## config.mk

```make
export PLATFORM = sky130hd
export DESIGN_NAME = motor_home_sequencer_flat
export DESIGN_NICKNAME = d
export VERILOG_FILES = /design/src/rtl/motor_home_if.sv /design/src/rtl/motor_home_sequencer.sv /design/src/flat_wrapper.sv
export SDC_FILE = /design/constraint.sdc
export NUM_CORES = 1
export LEC_CHECK = 0
export CORE_ASPECT_RATIO = 1.75
export CORE_UTILIZATION = 53
export DETAILED_ROUTE_END_ITERATION = 8
export PLACE_DENSITY = 0.7
export SYNTH_ARGS = -nofsm -noshare
export SYNTH_HDL_FRONTEND = slang
export SYNTH_SLANG_ARGS = --single-unit
```

## constraint.sdc

```tcl
create_clock -name sys_clk -period 12.2 [get_ports sys_clk]
set_input_delay 1.22 -clock sys_clk [delete_from_list [all_inputs] [get_ports sys_clk]]
set_output_delay 1.22 -clock sys_clk [all_outputs]
set_load 0.02 [all_outputs]
```

## src/rtl/motor_home_if.sv

```systemverilog
// Bundles the homing request/sensor inputs and the motor/status outputs of the
// home sequencer: master drives requests and sensors, slave is the sequencer.
interface motor_home_if;
  logic       home_start;
  logic       home_abort;
  logic       home_dir_cfg;
  logic       sensor_home;
  logic       sensor_limit;
  logic       motor_step;
  logic       motor_dir;
  logic       motor_en;
  logic       home_busy;
  logic       home_done;
  logic       pos_clear;
  logic       home_error;
  logic [1:0] error_code;

  modport master (
    output home_start, home_abort, home_dir_cfg, sensor_home, sensor_limit,
    input  motor_step, motor_dir, motor_en, home_busy, home_done, pos_clear,
           home_error, error_code
  );

  modport slave (
    input  home_start, home_abort, home_dir_cfg, sensor_home, sensor_limit,
    output motor_step, motor_dir, motor_en, home_busy, home_done, pos_clear,
           home_error, error_code
  );
endinterface

```

## src/rtl/motor_home_sequencer.sv

```systemverilog
// Stepper homing sequencer: fast seek to the home sensor, fixed back-off, slow
// re-seek, with registered step/dir/enable and a latched error cause.
module motor_home_sequencer #(
  parameter logic [31:0] FAST_PERIOD   = 32'd500,
  parameter logic [31:0] SLOW_PERIOD   = 32'd5000,
  parameter logic [31:0] PULSE_WIDTH   = 32'd50,
  parameter logic [31:0] BACKOFF_STEPS = 32'd200,
  parameter logic [31:0] MAX_STEPS     = 32'd100000
) (
  input  logic         sys_clk,
  input  logic         sys_rst_n,
  motor_home_if.slave  bus
);

  typedef enum logic [2:0] {
    S_IDLE,
    S_SEEK_FAST,
    S_BACKOFF,
    S_SEEK_SLOW,
    S_DONE,
    S_ERROR
  } state_t;

  localparam logic [1:0] ERR_TIMEOUT = 2'd1;
  localparam logic [1:0] ERR_LIMIT   = 2'd2;
  localparam logic [1:0] ERR_ABORT   = 2'd3;

  state_t      r_state, w_state_nxt;
  logic [31:0] r_period_cnt, w_period_cnt_nxt;
  logic [31:0] r_step_cnt, w_step_cnt_nxt;
  logic [1:0]  r_err_cause, w_err_cause_nxt;
  logic        r_step, w_step_nxt;
  logic        r_dir, w_dir_nxt;
  logic        r_en, w_en_nxt;
  logic        r_busy, w_busy_nxt;
  logic        r_done, w_done_nxt;
  logic        r_error, w_error_nxt;
  logic [1:0]  r_code, w_code_nxt;

  logic [31:0] w_period;
  logic [31:0] w_period_nxt;
  logic [31:0] w_step_inc;
  logic        w_period_end;
  logic        w_moving_nxt;

  assign w_period     = (r_state == S_SEEK_SLOW) ? SLOW_PERIOD : FAST_PERIOD;
  assign w_period_end = (r_period_cnt == w_period - 32'd1);
  assign w_step_inc   = r_step_cnt + 32'd1;

  always_comb begin
    w_state_nxt      = r_state;
    w_period_cnt_nxt = '0;
    w_step_cnt_nxt   = '0;
    w_err_cause_nxt  = r_err_cause;
    w_dir_nxt        = r_dir;
    w_en_nxt         = r_en;
    w_done_nxt       = 1'b0;
    w_error_nxt      = r_error;
    w_code_nxt       = r_code;

    case (r_state)
      S_IDLE: begin
        if (bus.home_start && !bus.home_abort) begin
          w_error_nxt = 1'b0;
          w_code_nxt  = 2'd0;
          w_en_nxt    = 1'b1;
          if (bus.sensor_home) begin
            w_state_nxt = S_BACKOFF;
            w_dir_nxt   = ~bus.home_dir_cfg;
          end else begin
            w_state_nxt = S_SEEK_FAST;
            w_dir_nxt   = bus.home_dir_cfg;
          end
        end
      end

      S_SEEK_FAST, S_BACKOFF, S_SEEK_SLOW: begin
        if (bus.home_abort) begin
          w_state_nxt     = S_ERROR;
          w_err_cause_nxt = ERR_ABORT;
        end else if (bus.sensor_limit && (r_state != S_BACKOFF)) begin
          // Limit is ignored in BACKOFF: the motor is already driving away from it.
          w_state_nxt     = S_ERROR;
          w_err_cause_nxt = ERR_LIMIT;
        end else if (!w_period_end) begin
          w_period_cnt_nxt = r_period_cnt + 32'd1;
          w_step_cnt_nxt   = r_step_cnt;
        end else begin
          // Period end: a sensor hit takes precedence over the step-count timeout.
          case (r_state)
            S_SEEK_FAST: begin
              if (bus.sensor_home) begin
                w_state_nxt = S_BACKOFF;
                w_dir_nxt   = ~bus.home_dir_cfg;
              end else if (w_step_inc == MAX_STEPS) begin
                w_state_nxt     = S_ERROR;
                w_err_cause_nxt = ERR_TIMEOUT;
              end else begin
                w_step_cnt_nxt = w_step_inc;
              end
            end
            S_BACKOFF: begin
              if (w_step_inc == BACKOFF_STEPS) begin
                if (!bus.sensor_home) begin
                  w_state_nxt = S_SEEK_SLOW;
                  w_dir_nxt   = bus.home_dir_cfg;
                end else begin
                  w_state_nxt     = S_ERROR;
                  w_err_cause_nxt = ERR_TIMEOUT;
                end
              end else begin
                w_step_cnt_nxt = w_step_inc;
              end
            end
            default: begin
              if (bus.sensor_home) begin
                w_state_nxt = S_DONE;
                w_done_nxt  = 1'b1;
              end else if (w_step_inc == MAX_STEPS) begin
                w_state_nxt     = S_ERROR;
                w_err_cause_nxt = ERR_TIMEOUT;
              end else begin
                w_step_cnt_nxt = w_step_inc;
              end
            end
          endcase
        end
      end

      S_DONE: begin
        // Driver stays enabled after success to keep holding torque.
        w_state_nxt = S_IDLE;
      end

      S_ERROR: begin
        w_state_nxt = S_IDLE;
        w_error_nxt = 1'b1;
        w_code_nxt  = r_err_cause;
        w_en_nxt    = 1'b0;
      end

      default: begin
        w_state_nxt = S_IDLE;
      end
    endcase

    w_moving_nxt = (w_state_nxt == S_SEEK_FAST) || (w_state_nxt == S_BACKOFF) ||
                   (w_state_nxt == S_SEEK_SLOW);
    w_period_nxt = (w_state_nxt == S_SEEK_SLOW) ? SLOW_PERIOD : FAST_PERIOD;
    // Pulse occupies the tail of each period so dir always has setup time.
    w_step_nxt   = w_moving_nxt && (w_period_cnt_nxt >= w_period_nxt - PULSE_WIDTH);
    w_busy_nxt   = (w_state_nxt != S_IDLE);
  end

  always_ff @(posedge sys_clk or negedge sys_rst_n) begin
    if (!sys_rst_n) begin
      r_state      <= S_IDLE;
      r_period_cnt <= '0;
      r_step_cnt   <= '0;
      r_err_cause  <= 2'd0;
      r_step       <= 1'b0;
      r_dir        <= 1'b0;
      r_en         <= 1'b0;
      r_busy       <= 1'b0;
      r_done       <= 1'b0;
      r_error      <= 1'b0;
      r_code       <= 2'd0;
    end else begin
      r_state      <= w_state_nxt;
      r_period_cnt <= w_period_cnt_nxt;
      r_step_cnt   <= w_step_cnt_nxt;
      r_err_cause  <= w_err_cause_nxt;
      r_step       <= w_step_nxt;
      r_dir        <= w_dir_nxt;
      r_en         <= w_en_nxt;
      r_busy       <= w_busy_nxt;
      r_done       <= w_done_nxt;
      r_error      <= w_error_nxt;
      r_code       <= w_code_nxt;
    end
  end

  assign bus.motor_step = r_step;
  assign bus.motor_dir  = r_dir;
  assign bus.motor_en   = r_en;
  assign bus.home_busy  = r_busy;
  assign bus.home_done  = r_done;
  assign bus.pos_clear  = r_done;
  assign bus.home_error = r_error;
  assign bus.error_code = r_code;

endmodule

```

## src/flat_wrapper.sv

```systemverilog
// flat-port wrapper written by rule: the top's interface ports become plain ports
module motor_home_sequencer_flat 
#(
  parameter logic [31:0] FAST_PERIOD   = 32'd500,
  parameter logic [31:0] SLOW_PERIOD   = 32'd5000,
  parameter logic [31:0] PULSE_WIDTH   = 32'd50,
  parameter logic [31:0] BACKOFF_STEPS = 32'd200,
  parameter logic [31:0] MAX_STEPS     = 32'd100000
)
  (sys_clk, sys_rst_n, bus_home_start, bus_home_abort, bus_home_dir_cfg, bus_sensor_home, bus_sensor_limit, bus_motor_step, bus_motor_dir, bus_motor_en, bus_home_busy, bus_home_done, bus_pos_clear, bus_home_error, bus_error_code);
  motor_home_if bus_i ();
  input  logic sys_clk;
  input  logic sys_rst_n;
  input wire logic [$bits(bus_i.home_start)-1:0] bus_home_start;
  input wire logic [$bits(bus_i.home_abort)-1:0] bus_home_abort;
  input wire logic [$bits(bus_i.home_dir_cfg)-1:0] bus_home_dir_cfg;
  input wire logic [$bits(bus_i.sensor_home)-1:0] bus_sensor_home;
  input wire logic [$bits(bus_i.sensor_limit)-1:0] bus_sensor_limit;
  output wire logic [$bits(bus_i.motor_step)-1:0] bus_motor_step;
  output wire logic [$bits(bus_i.motor_dir)-1:0] bus_motor_dir;
  output wire logic [$bits(bus_i.motor_en)-1:0] bus_motor_en;
  output wire logic [$bits(bus_i.home_busy)-1:0] bus_home_busy;
  output wire logic [$bits(bus_i.home_done)-1:0] bus_home_done;
  output wire logic [$bits(bus_i.pos_clear)-1:0] bus_pos_clear;
  output wire logic [$bits(bus_i.home_error)-1:0] bus_home_error;
  output wire logic [$bits(bus_i.error_code)-1:0] bus_error_code;
  assign bus_i.home_start = bus_home_start;
  assign bus_i.home_abort = bus_home_abort;
  assign bus_i.home_dir_cfg = bus_home_dir_cfg;
  assign bus_i.sensor_home = bus_sensor_home;
  assign bus_i.sensor_limit = bus_sensor_limit;
  assign bus_motor_step = bus_i.motor_step;
  assign bus_motor_dir = bus_i.motor_dir;
  assign bus_motor_en = bus_i.motor_en;
  assign bus_home_busy = bus_i.home_busy;
  assign bus_home_done = bus_i.home_done;
  assign bus_pos_clear = bus_i.pos_clear;
  assign bus_home_error = bus_i.home_error;
  assign bus_error_code = bus_i.error_code;
  motor_home_sequencer #(.FAST_PERIOD(FAST_PERIOD), .SLOW_PERIOD(SLOW_PERIOD), .PULSE_WIDTH(PULSE_WIDTH), .BACKOFF_STEPS(BACKOFF_STEPS), .MAX_STEPS(MAX_STEPS)) u_core (.sys_clk(sys_clk), .sys_rst_n(sys_rst_n), .bus(bus_i));
endmodule
```

---- Word-level counts from Yosys, hierarchy flattened ----
Cells that the tools add are included.
operators by class
  add/subtract/negate cells ............... 4
  $lt $le $gt $ge ......................... 1
  equal/unequal tests ..................... 23
  muxes and demuxes ....................... 56
  bitwise gates (word level) .............. 1
  reduce and logical (&&, ||, !) cells .... 17
operators with widths
  cell                                                    number
  2-to-1 mux 32 bit                                       12
  adder 32 x 1 -> 32 bit (second input constant)          2
  equality test 32 x 17 -> 1 bit (second input constant)  1
  equality test 32 bit                                    1
  equality test 32 x 8 -> 1 bit (second input constant)   1
  greater-or-equal comparator 32 bit                      1
  subtractor 32 x 1 -> 32 bit (second input constant)     1
  subtractor 32 x 6 -> 32 bit (second input constant)     1
  2-to-1 mux 3 bit                                        9
  2-to-1 mux 13 bit                                       2
  2-to-1 mux 2 bit                                        10
  2-to-1 mux 1 bit                                        16
  equality test 3 x 2 -> 1 bit (second input constant)    4
  inequality test 4 x 2 -> 1 bit (second input constant)  3
  one-hot mux 3 bit (2 select lines)                      2
  AND reduction 9 bit                                     1
  one-hot mux 1 bit (2 select lines)                      4
  equality test 3 x 1 -> 1 bit (second input constant)    2
  inequality test 3 x 2 -> 1 bit (second input constant)  2
  inequality test 3 bit (second input constant)           2
  AND reduction 6 bit                                     1
  nonzero test 3 bit                                      2
  inequality test 2 x 1 -> 1 bit (second input constant)  2
  inequality test 2 bit (second input constant)           2
  14 further kinds                                        18
storage, ports and cells
  register bits after elaboration ......... 77
  input port bits ......................... 7
  output and inout port bits .............. 9
  word-level logic and storage cells ...... 113

---- Depth between registers and ports, before layout ----
Gate-level depths: netlist of run 1.
  depth in word-level cells ............... 14
  mapped depth ............................ 21
  mapped depth without buffers ............ 19

---- Worst setup path after synthesis of run 1 ----
Ideal clock, no wire load.
  path kind ............................... reg2reg
  from .................................... reg u_core.r_step_cnt[0]
  to ...................................... reg u_core.r_step (netlist: u_core.bus.motor_step)
  setup time .............................. 136 ps
  data arrival time ....................... 3973 ps
  required time ........................... 12064 ps
  setup slack ............................. 8091 ps
  stages on the path, launching flop included .. 21
  path buffers ............................ 1
  clock period less this slack ............ 4109 ps
  path through ............................ dfrtp_1 ha_1 nand3_2 nor4_4 and3_1 nor2_1 a2111o_1 or4_1 buf_6 nor4_4 nand2b_1 nand2_1 ha_1 a21oi_1 a21boi_0 nor3b_1 nor3b_1 o211ai_1 nand2_1 a221oi_1 a211oi_1
on the way
  longest elaborated chain between the ends .. 14
  elaborated cells between the ends (all ways) .. 21
  those cells by class .................... add/sub (2); order compare (1); eq/ne (5); mux (10); reduce/logical (3)
RTL lines
  what                                  RTL line                                                  source
  start: declaration                    motor_home_sequencer.sv:30                                logic [31:0] r_step_cnt, w_step_cnt_nxt;
  start signal: assignment              motor_home_sequencer.sv:171                               r_step_cnt <= w_step_cnt_nxt;
  adder 32 x 1 -> 32 bit *              motor_home_sequencer.sv:48                                assign w_step_inc = r_step_cnt + 32'd1;
  equality test 32 x 17 -> 1 bit        motor_home_sequencer.sv:95, motor_home_sequencer.sv:119
  2-to-1 mux 3 bit                      motor_home_sequencer.sv:95, motor_home_sequencer.sv:119
  2-to-1 mux 3 bit (on tied branches)   motor_home_sequencer.sv:116, motor_home_sequencer.sv:92
  one-hot mux 3 bit (2 select lines) *  motor_home_sequencer.sv:90                                case (r_state)
  2-to-1 mux 3 bit *                    motor_home_sequencer.sv:85                                end else if (!w_period_end) begin
  2-to-1 mux 3 bit *                    motor_home_sequencer.sv:81                                end else if (bus.sensor_limit && (r_state != S_BACKOFF)) begin
  2-to-1 mux 3 bit *                    motor_home_sequencer.sv:78                                if (bus.home_abort) begin
  one-hot mux 3 bit (2 select lines) *  motor_home_sequencer.sv:61                                case (r_state)
  net u_core.w_state_nxt[0]             motor_home_sequencer.sv:28                                state_t r_state, w_state_nxt;
  equality test 3 x 2 -> 1 bit          motor_home_sequencer.sv:148, motor_home_sequencer.sv:149
  2-to-1 mux 13 bit                     motor_home_sequencer.sv:149                               w_period_nxt = (w_state_nxt == S_SEEK_SLOW) ? SLOW_PERIOD : FAST_PERIOD;
  subtractor 32 x 6 -> 32 bit           motor_home_sequencer.sv:151                               w_step_nxt = w_moving_nxt && (w_period_cnt_nxt >= w_period_nxt - PULSE_WIDTH);
  greater-or-equal comparator 32 bit    motor_home_sequencer.sv:151
  logical AND 1 bit *                   motor_home_sequencer.sv:151
  net u_core.w_step_nxt                 motor_home_sequencer.sv:32                                logic r_step, w_step_nxt;
  end signal: assignment                motor_home_sequencer.sv:173                               r_step <= w_step_nxt;
  end: declaration                      motor_home_sequencer.sv:32
Mark *: on every way through the listed nets, which the timed path passes. The rest lies on a longest branch.
A chain may end at the register's enable or synchronous reset.

---- Worst setup path in the final report of run 1 ----
  from .................................... reg u_core.r_step_cnt[1]
  to ...................................... reg u_core.r_step (netlist: u_core.bus.motor_step)
The elaborated chain is that of the path after synthesis.

==> flow_summary.json, run 1 <==
{
  "fin_crit_ns": 4.904,
  "synth_fa_ha_area_share_pct": 1.647,
  "synth_fp_nets": 634,
  "first_pass_iters": 7,
  "final_common_cell": "dfrtp_1",
  "ctsHtreeMaxLevel": 3,
  "grt_max_degree": 78,
  "drc": 0,
  "yosysTopAreaCellShare_pct": 36.24,
  "avgSynthCellArea_um2": 8.575,
  "postLayoutCellArea_um2": 5736,
  "final_cell_mix": "dfrtp_1 (77), nor2_1 (66), nand2_1 (60)",
  "numClockSinks": 77,
  "grt_pass1_vias": 4676,
  "worstMarginPinSlew_ns": 1.132,
  "ys_seq_area_share_pct": 36.24,
  "crit_required_ns": 12.43,
  "clock_latency_ns": 0.35,
  "path_buf_inv": 0,
  "area_growth_pct": 7.884,
  "syn_inst": 620,
  "crit_fanout": 7,
  "cp.arrival_ns": 5.13,
  "status": "finished, final reports clean",
  "seq_area_um2": 1927,
  "netlist_area_um2": 5316,
  "synth_top_family_by_area": "simple AND/OR/NAND/NOR gates",
  "crit_chain": "ha_1, nand3_2, nor3_1, nand4_1, o2bb2ai_1, nand2_1, or4_1, nor4_4, nand2b_1, nand2_1, ha_1, a21oi_1, a21boi_0, nor3b_1, nor3b_1, o211ai_1, nand2_1, a221oi_1, a211oi_1",
  "worst_setup_path_end_kind": "flip-flop",
  "p_per_area_nw_per_um2": 119.3,
  "viasPerCell": 6.481,
  "cap_violations": 0,
  "timing.final.crit_share_pct": 40.20,
  "leakage_uw": 0.002270,
  "ys_types": 74,
  "synth_simple_gate_area_share_pct": 31.18,
  "setup.worst_path.start_class": "flip-flop",
  "antenna_found_initial": 0,
  "cts_setup_buffers": 0,
  "cts-hold-fix-buffers": 0,
  "grt_use_total_pct": 29.40,
  "hold_violations": 0,
  "setup_viol": 0,
  "slowest_delay_ns": 0.72,
  "clockBufferDepth": 2,
  "drv_slew": 0,
  "max_freq_ghz": 0.2039,
  "pin_count": 16,
  "drive_above_1_share_pct": 7.365,
  "place_area_um2": 5426,
  "routed-via-count": 4770,
  "yosys.area_share.xor_xnor_pct": 7.743,
  "core_um2": 9789,
  "cts-root-buf": "clkbuf_16",
  "synth-seq-cells": 77,
  "dp_cells": 720,
  "critPathKind": "flip-flop to flip-flop",
  "ctsResizeCount": 0,
  "multi_input_area_um2": 3132,
  "synthTopCellsByArea": "dfrtp_1 (36%), nor2_1 (4.7%), xnor2_1 (4.4%), nand2_1 (4.2%), xor2_1 (3.3%)",
  "synth.area.mux_share_pct": 0.6590,
  "dp_hpwl_mm": 10.68,
  "grt_setup_unrepaired": "no",
  "fp.dieW_um": 77.71,
  "hold_class": "flip-flop to flip-flop",
  "total_power_uw": 684.5,
  "clock_skew_ns": 0.006819,
  "crit_path_top_delay_cell": "or4_1",
  "drtIter0Drc": 385,
  "num_rows": 48,
  "grt_pass1_wl_mm": 23.36,
  "wl_per_cell_um": 19.82,
  "grt-ovfl-total": 0,
  "num-fill-cells": 880,
  "ir_drop_mv": 0.08013,
  "setup-tns-final_ns": 0,
  "ys_warn_count": 0,
  "numPortBuffers": 15,
  "postRouteAntennaNets": 0,
  "cts_buffers": 9,
  "synth_compound_area_share_pct": 17.67,
  "dieArea_um2": 10450,
  "yosysTopAreaCell": "dfrtp_1",
  "path_clk_slew_ns": 0.06,
  "die_h_um": 134.5,
  "finalNonFillerCells": 736,
  "gp_congestion": 0.9800,
  "start_util_pct": 54.31,
  "synth_edf_count": 0,
  "synth_ff_type": "dfrtp_1",
  "async_flop_share_pct": 100.0,
  "final_nets": 620,
  "antenna_cells": 0,
  "cpMostUsedCell": "nand2_1",
  "relSlewSlack_pct": 24.51,
  "routed_wl_mm": 14.59,
  "cts_tree": "done",
  "crit_family": "simple AND/OR/NAND/NOR gates"
}
## path summary, 6_finish.rpt
kind                                             start                       to  slack, ns  cells after the start
worst max-delay path              u_core.r_step_cnt[1]    u_core.bus.motor_step       7.30                     19
worst min-delay path            u_core.r_period_cnt[0]   u_core.r_period_cnt[0]       0.49                      1
worst max register to register    u_core.r_step_cnt[1]    u_core.bus.motor_step       7.30                     19
worst min register to register  u_core.r_period_cnt[0]   u_core.r_period_cnt[0]       0.49                      1
max in group asynchronous                    sys_rst_n     u_core.r_step_cnt[9]      10.54                      1
min in group asynchronous                    sys_rst_n  u_core.r_period_cnt[18]       1.02                      1
## per-stage QoR
step | hold slack (ns) | utilization, % | setup slack (ns)
2_1_floorplan | 0.4551 | - | 8.091
3_3_place_gp | 0.4799 | 55.43 | 7.427
3_5_place_dp | 0.4846 | 55.43 | 7.291
4_1_cts | 0.4930 | 58.59 | 7.365
5_1_grt | 0.5280 | 58.59 | 6.864
6_report | 0.4940 | 58.59 | 7.296
## cells in the mapped netlist (all sizes together), types with 6 or more instances
cell    instances
or3             8
a21oi          16
a31oi           6
nand2          62
nor2           66
nand2b          7
o31ai          13
nor4           17
o21ai          21
nor3           27
and4            9
o211ai         12
a21o           11
nand3          35
xnor2          27
dfrtp          77
clkbuf         16
ha              7
buf            25
nand4          23
and2            6
or4             8
xor2           20
and3           20
inv            15
a22o            7
## report_power, final
| part | internal [uW] | leakage, uW | switching, uW | total, uW |
|---|---|---|---|---|
| sequential | 270 | 0.00105 | 17.4 | 288 |
| clock | 165 | 0.000142 | 113 | 278 |
| combinational | 43.7 | 0.00108 | 74.6 | 118 |
| total | 479 | 0.00227 | 205 | 684 |
## layout make-up
class / count / share of cell area (%)
clock buffer: 10 / 4.167
clock inverter: 6 / 1.222
inverter: 15 / 0.9817
multi-input combinational: 487 / 54.60
sequential: 77 / 33.60
tap: 125 / 2.727
timing repair buffer: 16 / 2.705
## state kept, by name, indices dropped and copies added (netlist names), 2 cells and up
register,cells
u_core.r_period_cnt,32
u_core.r_step_cnt,32
u_core.r_state,3
u_core.bus.error_code,2
u_core.r_err_cause,2
## metal layers
| layer | track usage (%) | up-vias | wire length [um] |
|---|---|---|---|
| li1 | - | 2263 | - |
| met5 | 0 | - | 0 |
| met2 | 54.82 | 145 | 7951 |
| met1 | 30.43 | 2302 | 5363 |
| met3 | 3.649 | 60 | 425 |
| met4 | 18.87 | 0 | 844 |
## kinds of logic (layout without fill, tap and decap cells)
kind of cell    count (synthesis)  in the layout
buf+inv                        56             47
fa+ha+maj                       7              7
compound gates                129            129
mux                             3              3
xor+xnor                       47             47
simple gates                  301            301
flops                          77             77
Note: power is estimated with default switching activity, not from simulation.
==> inputs of run 2 (changes only) <==
clock period = 4.6 ns   (was 12.2 ns; I/O delays follow)
==> run 2 against run 1 <==
Effect of this change:
- die area did not move
- worst setup slack got worse by 6.9 ns
- routed wire length rose by 13%
- first-iteration DRC count rose by 2.3%
- worst hold slack got worse by 0.23 ns
- non-clock buffer count rose by 32
- core utilization rose by 3.0 points
- final cell count rose by 4.3%
- fmax rose by 15%
- critical endpoint unchanged
==> flow_summary.json, run 2 (same netlist as run 1, synthesis figures left out) <==
{
  "status": "finished, final reports clean",
  "slowest_delay_ns": 0.49,
  "cp.arrival_ns": 4.46,
  "numPortBuffers": 15,
  "cts-root-buf": "clkbuf_16",
  "p_per_area_nw_per_um2": 293.5,
  "worst_setup_path_end_kind": "flip-flop",
  "viasPerCell": 6.565,
  "pin_count": 16,
  "max_freq_ghz": 0.2354,
  "place_area_um2": 5644,
  "numClockSinks": 77,
  "grt_use_total_pct": 33.19,
  "crit_chain": "ha_4, and3_4, nand3_1, or3_1, xor2_1, nand4_1, or4_1, nor4_4, nand2b_1, nand2_1, ha_1, a21oi_1, a21boi_0, nor3b_1, nor3b_1, o211ai_1, nand2_1, a221oi_1, a211oi_1",
  "cts_buffers": 9,
  "cap_violations": 0,
  "dp_hpwl_mm": 12.17,
  "hold_violations": 0,
  "antenna_cells": 0,
  "gp_congestion": 1.011,
  "ir_drop_mv": 0.2087,
  "grt_pass1_wl_mm": 26.00,
  "grt-ovfl-total": 0,
  "grt_max_degree": 78,
  "dp_cells": 749,
  "postRouteAntennaNets": 0,
  "wl_per_cell_um": 21.44,
  "worstMarginPinSlew_ns": 1.260,
  "drive_above_1_share_pct": 15.40,
  "postLayoutCellArea_um2": 6031,
  "final_nets": 652,
  "drtIter0Drc": 394,
  "ctsHtreeMaxLevel": 3,
  "clockBufferDepth": 2,
  "clock_skew_ns": 0.009032,
  "leakage_uw": 0.002405,
  "core_um2": 9789,
  "crit_required_ns": 4.81,
  "fin_crit_ns": 4.248,
  "clock_latency_ns": 0.34,
  "num-fill-cells": 876,
  "setup.worst_path.start_class": "flip-flop",
  "final_util_pct": 61.61,
  "dieArea_um2": 10450,
  "routed-via-count": 5042,
  "grt_pass1_vias": 5134,
  "total_power_uw": 1770,
  "num_rows": 48,
  "path_buf_inv": 0,
  "routed_wl_mm": 16.47,
  "setup_viol": 0,
  "largest_registers": "u_core.r_period_cnt x32, u_core.r_step_cnt x32, u_core.r_state x3",
  "hold_ws_ns": 0.2647,
  "final_cell_mix": "nor2_1 (65), dfrtp_1 (65), nand2_1 (60)",
  "fp.dieW_um": 77.71,
  "drc": 0,
  "area_growth_pct": 13.44,
  "hold_class": "primary input to async pin",
  "antenna_found_initial": 0,
  "timing.final.crit_share_pct": 92.35,
  "drv_slew": 0,
  "crit_family": "simple AND/OR/NAND/NOR gates",
  "crit_fanout": 6,
  "start_util_pct": 54.31,
  "cts_tree": "done",
  "relSlewSlack_pct": 15.97,
  "crit_path_top_delay_cell": "or4_1",
  "path_clk_slew_ns": 0.06,
  "die_h_um": 134.5,
  "first_pass_iters": 5,
  "critPathKind": "flip-flop to flip-flop",
  "finalNonFillerCells": 768
}
## run 2: changes by cell type in the layout (fill, tap and decap cells not counted), moves of 2 or more
cell	change
dfrtp_2	+12
and4_1	-3
dfrtp_1	-12
buf_4	+32
and4_2	+3
and3_1	-3
and3_2	+2
## run 2: timing repair
item                                    CTS  global route
endpoints found under the setup margin    0             1
buffers inserted                          0             3
gates resized for setup                   0            29
hold buffers                              0             0
## run 2: per-layer routing
metal	wire length [um]	GRT usage, %	vias up
li1	-	-	2324
met5	0	0	-
met3	543	5.338	92
met1	5633	31.91	2458
met2	8858	60.32	168
met4	1432	28.62	0
## run 2: through the flow
step	setup TNS (ns)	setup WS [ns]
2_1_floorplan	0	0.4906
3_3_place_gp	0	0.2996
3_5_place_dp	0	0.1683
4_1_cts	0	0.1496
5_1_grt	-0.006032	-0.006032
6_report	0	0.3517
## run 2: layout make-up
cell class              count  area [um^2]  area share [%]
multi-input cells         487         3204           53.13
flip-flops and latches     77         1942           32.20
inverters                  15        56.30          0.9336
repair buffers             48        395.4           6.556
clock inverters             6        47.55          0.7884
clock buffers              10        229.0           3.797
well taps                 125        156.4           2.593
## run 2: where the power goes
group | internal (uW) | leakage [uW] | switching, uW
clock | 369 | 0.000122 | 299
sequential | 717 | 0.00103 | 35.7
combinational | 130 | 0.00125 | 219
total | 1220 | 0.00241 | 554
## run 2: worst register-to-register path, delay by kind of cell, from the launching register on
kind / cells / cell delay, ns
AO/OA/AOI/OAI: 5 / 0.76
XOR/XNOR: 1 / 0.21
adder cells (fa/ha/maj): 2 / 0.48
flip-flops: 1 / 0.43
AND/OR/NAND/NOR: 11 / 2.22
## run 2: worst paths after layout
kind                       depth (start not counted)            startpoint  slack, ns                      end
min reg2reg                                        1   u_core.bus.motor_en       0.48      u_core.bus.motor_en
max in group asynchronous                          1             sys_rst_n       3.60     u_core.r_step_cnt[5]
max reg2reg                                       19  u_core.r_step_cnt[1]       0.35    u_core.bus.motor_step
min                                                1             sys_rst_n       0.26  u_core.r_period_cnt[15]
min in group sys_clk                               1   u_core.bus.motor_en       0.48      u_core.bus.motor_en
max                                               19  u_core.r_step_cnt[1]       0.35    u_core.bus.motor_step
